--- src/rtl/instr_fetch.sv ---
// Instruction fetch stage: owns the PC, fetches words over a req/ready handshake,
// hands the word to the decoder as IR and redirects the PC when the decoder accepts it.
module instr_fetch #(
    parameter logic [31:0] RESET_PC = 32'h0000_0000
) (
    input  logic        clk,
    input  logic        rst_n,
    output logic        imem_req,
    output logic [31:0] imem_addr,
    input  logic        imem_ready,
    input  logic [31:0] imem_rdata,
    output logic [31:0] IR,
    output logic        ir_valid,
    input  logic        ir_ready,
    input  logic [1:0]  PCctrl,
    input  logic [31:0] Immediate,
    input  logic        branch_taken,
    input  logic [31:0] reg_target,
    input  logic        Link,
    output logic [31:0] link_addr,
    output logic [31:0] pc,
    output logic        misalign,
    output logic [31:0] retired
);

    typedef enum logic [1:0] {
        IDLE  = 2'd0,
        FETCH = 2'd1,
        HOLD  = 2'd2
    } state_t;

    state_t      state_q;
    logic [31:0] pc_q;
    logic [31:0] ir_q;
    logic        ir_valid_q;
    logic        misalign_q;
    logic [31:0] retired_q;
    logic [31:0] pc4;
    logic [31:0] pc_d;

    // Link only qualifies the write of link_addr downstream; it never steers the PC.
    logic unused_link;
    assign unused_link = Link;

    assign pc4 = pc_q + 32'd4;

    always_comb begin
        pc_d = pc4;
        case (PCctrl)
            2'd0:    pc_d = pc4;
            2'd1:    pc_d = branch_taken ? (pc4 + (Immediate << 2)) : pc4;
            2'd2:    pc_d = {reg_target[31:2], 2'b00};
            default: pc_d = {pc4[31:28], ir_q[25:0], 2'b00};
        endcase
    end

    always_ff @(posedge clk or negedge rst_n) begin
        if (!rst_n) begin
            state_q    <= IDLE;
            pc_q       <= RESET_PC;
            ir_q       <= 32'd0;
            ir_valid_q <= 1'b0;
            misalign_q <= 1'b0;
            retired_q  <= 32'd0;
        end else begin
            misalign_q <= 1'b0;
            case (state_q)
                IDLE: state_q <= FETCH;
                FETCH: begin
                    if (imem_ready) begin
                        ir_q       <= imem_rdata;
                        ir_valid_q <= 1'b1;
                        state_q    <= HOLD;
                    end
                end
                HOLD: begin
                    // Redirect on the accepting edge so the next request is already on-path.
                    if (ir_ready) begin
                        pc_q       <= pc_d;
                        ir_valid_q <= 1'b0;
                        retired_q  <= retired_q + 32'd1;
                        misalign_q <= (PCctrl == 2'd2) && (reg_target[1:0] != 2'b00);
                        state_q    <= FETCH;
                    end
                end
                default: state_q <= IDLE;
            endcase
        end
    end

    assign imem_req  = (state_q == FETCH);
    assign imem_addr = pc_q;
    assign pc        = pc_q;
    assign IR        = ir_q;
    assign ir_valid  = ir_valid_q;
    assign link_addr = pc4;
    assign misalign  = misalign_q;
    assign retired   = retired_q;

endmodule
--- config.mk ---
export PLATFORM = sky130hd
export DESIGN_NAME = instr_fetch
export DESIGN_NICKNAME = d
export VERILOG_FILES = /design/src/rtl/instr_fetch.sv
export SDC_FILE = /design/constraint.sdc
export NUM_CORES = 1
export LEC_CHECK = 0
export CAP_MARGIN = 10
export CELL_PAD_IN_SITES_DETAIL_PLACEMENT = 1
export CELL_PAD_IN_SITES_GLOBAL_PLACEMENT = 2
export CORE_MARGIN = 1.5
export CORE_UTILIZATION = 26
export CTS_CLUSTER_DIAMETER = 50
export DETAILED_ROUTE_END_ITERATION = 10
export HOLD_SLACK_MARGIN = 0.15
export PLACE_DENSITY_LB_ADDON = 0.2
export SLEW_MARGIN = 15
export SYNTH_ARGS = -nofsm -noshare
export SYNTH_HDL_FRONTEND = slang
export SYNTH_SLANG_ARGS = --single-unit
--- constraint.sdc ---
create_clock -name clk -period 3.8 [get_ports clk]
set_input_delay 0.76 -clock clk [delete_from_list [all_inputs] [get_ports clk]]
set_output_delay 0.76 -clock clk [all_outputs]
set_load 0.01 [all_outputs]
==> impl_metrics.yaml <==
outcome:
  status: "finished, final reports clean"
sta:
  min_period_ns: 3.605
  slew_violations: 0
  max_slew_margin: 0.4728
  rsz0062_at_grt: "yes"
  fin_worst_skew_ns: 0.01169
  fin_crit_sh: 0.9487
  clock.fmax_ghz: 0.2774
  hold_violations: 0
  worst-slew-pin-transition_ns: 0.7907
  setup_violations: 0
setup_path:
  critPathMaxFanout: 4
  setup.worst_path.class: "reg2reg"
  arrival_ns: 3.86
  cp-start-kind: "flip-flop"
  worstPathRequired_ns: 4.06
  end_kind: "flip-flop"
logic_synthesis:
  synth_top_area_cell: "dfrtp_1"
  avgSynthCellArea_um2: 9.271
  synth_fa_ha_area_frac: 0.06909
  synth.distinct_cells: 69
  synth_area_um2: 6990
  synth_xor_area_frac: 0.1063
  synth_area_leaders: "dfrtp_1 35%, xnor2_1 7.4%, ha_1 6.6%, mux2_2 5.6%, nand2_1 4.5%"
  ys_warn_count: 0
  synth_top_area_frac: 0.3508
  synth_ff_type: "dfrtp_1"
  yosys.area_share.simple: 0.1589
  synth_seq_cells: 98
  synth.area.mux_share: 0.08502
  seq_area_frac_synth: 0.3508
  synthArstFlopShare: 1.000
  synth_compound_area_frac: 0.1641
  synth_cells: 754
  synth_top_family_by_area: "compound AO/OA/AOI/OAI gates"
  synth_edf_count: 0
route:
  post-route-drc-count: 0
  dr.pass1.iters: 4
  drt_iter0_markers: 252
  via_count: 6693
  avgViaCountPerCell: 4.826
  wirelength_um: 26440
  routedWlPerCell_um: 19.06
  ant_nets: 0
worst_hold_path:
  hold_class: "reg2reg"
floorplanning:
  start_util: 0.2667
  dieWidth_um: 167.0
  core_area_um2: 26210
  row_count: 59
  die_y_um: 167.0
  die_area_um2: 27880
  io_pins: 267
power:
  p_leak_nw: 4.626
  power_density_nw_per_um2: 730.2
  irDropWorstVdd_uv: 293.5
  power.total_mw: 7.794
layout:
  area_growth_syn_to_layout_pct: 52.68
  nets: 1189
  fin_area_um2: 10670
  drive_gt1_frac: 0.1749
  antenna_cells: 0
clock_tree:
  postCtsHoldBufs: 0
  cts_tree: "done"
  cts_max_level: 3
  clkLatencyLatePin_ns: 0.35
  cts_buffers: 9
  cts.clk_slew.worst_paths_ns: 0.08
  cts-root-buf: "clkbuf_16"
  cts_max_path_buffers: 2
  cts_sinks: 98
global_route:
  grt-ovfl-total: 0
  grt_antenna_before_repair: 0
  grt_max_degree: 55
  grt_first_pass_wirelength_um: 40840
  track_usage: 0.1896
  grt_pass1_vias: 7045
placement:
  dp_hpwl_um: 20880
  dpl_cell_area_um2: 10220
  place_congestion: 0.8039
  port_buffers: 257
flow_run:
  maxCapViolations: 0
sequential cells by signal, summed over array words and instances, names as in the netlist:
signal and cells:
misalign 1, ir_valid 1, state_q 2, retired 32, imem_addr 30, IR 32
cell families (layout without fill, tap and decap cells):
kind of cell	Yosys count	in the layout
flops	98	98
buf+inv	82	375
xor+xnor	84	84
other cells	1	6
compound gates	168	168
fa+ha+maj	38	38
simple gates	228	228
mux	55	55
synth_stat cells, drive strengths merged, types with 3 or more instances:
cell    number
nand4        9
o21a         5
o22ai        3
mux2        35
and2         4
nor3        12
buf         43
nand2b       6
xnor2       60
nand3       30
inv         19
a31oi       10
nand2       85
clkbuf      19
dfrtp       98
a221oi       5
nor2b        8
a21o        18
mux2i       20
a211oi      13
o31ai       10
o21ai       33
and3        18
xor2        24
and4         4
a21oi       45
ha          37
nor2        49
o211ai       7
a22oi        3
critical path, stage by stage, from the launching register on:
cell     delay [ns]
dfrtp_1        0.38
nand3_2        0.12
or3_4          0.37
nor2_4         0.18
buf_4          0.16
and2_1         0.18
nand3_1        0.10
xnor2_1        0.17
buf_4          0.18
ha_1           0.31
nand2_1        0.06
a21oi_1        0.32
a21oi_4        0.12
o31ai_4        0.36
xnor2_2        0.12
o21a_1         0.18
o31ai_1        0.18
path summary, 6_finish.rpt:
kind	startpoint	end	slack [ns]	depth (start not counted)
max	imem_addr[7]	imem_addr[31]	0.19	16
min	retired[31]	retired[31]	0.47	1
max reg2reg	imem_addr[7]	imem_addr[31]	0.19	16
min reg2reg	retired[31]	retired[31]	0.47	1
max in group asynchronous	rst_n	imem_addr[3]	2.58	2
min in group asynchronous	rst_n	IR[22]	0.49	1
area by class of cell:
type                    count  area (um^2)
clock buffers               9        225.2
clock inverters             7        63.81
inverters                  20        75.07
fillers                  3048        15530
multi-input cells         579         4242
well taps                 335        419.2
repair buffers            339         3193
flip-flops and latches     98         2455
routing by layer:
metal	wire [um]	global-route usage	vias to the layer above
li1	-	-	3217
met1	11400	0.2328	3265
met2	13360	0.3398	192
met3	1337	0.04040	19
met4	343	0.03874	0
met5	0	0	-
per-stage QoR:
stage / util / hold WS [ns] / cells / setup slack [ns] / TNS [ns]
4_1_cts: 0.4013 / 0.4794 / 1383 / 0.02791 / 0
6_report: 0.4073 / 0.4700 / 1387 / 0.1949 / 0
3_3_place_gp: 0.3898 / 0.4574 / 1367 / 0.07400 / 0
5_1_grt: 0.4073 / 0.5012 / 1387 / -0.01103 / -0.01103
2_1_floorplan: - / 0.4500 / 759 / 0.1884 / 0
3_5_place_dp: 0.3898 / 0.4646 / 1367 / 0.02082 / 0
where the power goes:
group	switching, mW	internal [mW]	total, mW
clock	0.462	0.457	0.919
sequential	0.375	1.40	1.77
combinational	2.38	2.72	5.10
total	3.22	4.57	7.79
cells in the final DEF (no fill, tap or decap), drive strengths merged, types with 2 or more instances in the layout:
master	n
o31ai	10
o21a	5
a22oi	3
a21o	18
a221oi	5
nand2	85
nor2b	8
inv	21
dfrtp	98
clkinv	5
o21bai	2
and3	18
nand2b	6
xnor2	60
nor3	12
clkdlybuf4s50	255
nand3	30
o22ai	3
buf	84
clkbuf	9
nand4	9
and4	4
mux2i	20
a21oi	45
a22o	2
a311oi	2
o211ai	7
a41oi	2
a211oi	13
ha	37
a31oi	10
and2	4
o21ai	33
nor2	49
mux2	35
conb	6
xor2	24
repair_timing:
| item | 4_1_cts | 5_1_grt |
|---|---|---|
| pin swaps | 0 | 8 |
| cloned | 0 | 0 |
| setup endpoints to repair | 1 | 13 |
| setup buffers | 0 | 4 |
| resized for setup | 2 | 23 |
Power figures use the tool's default switching activity.
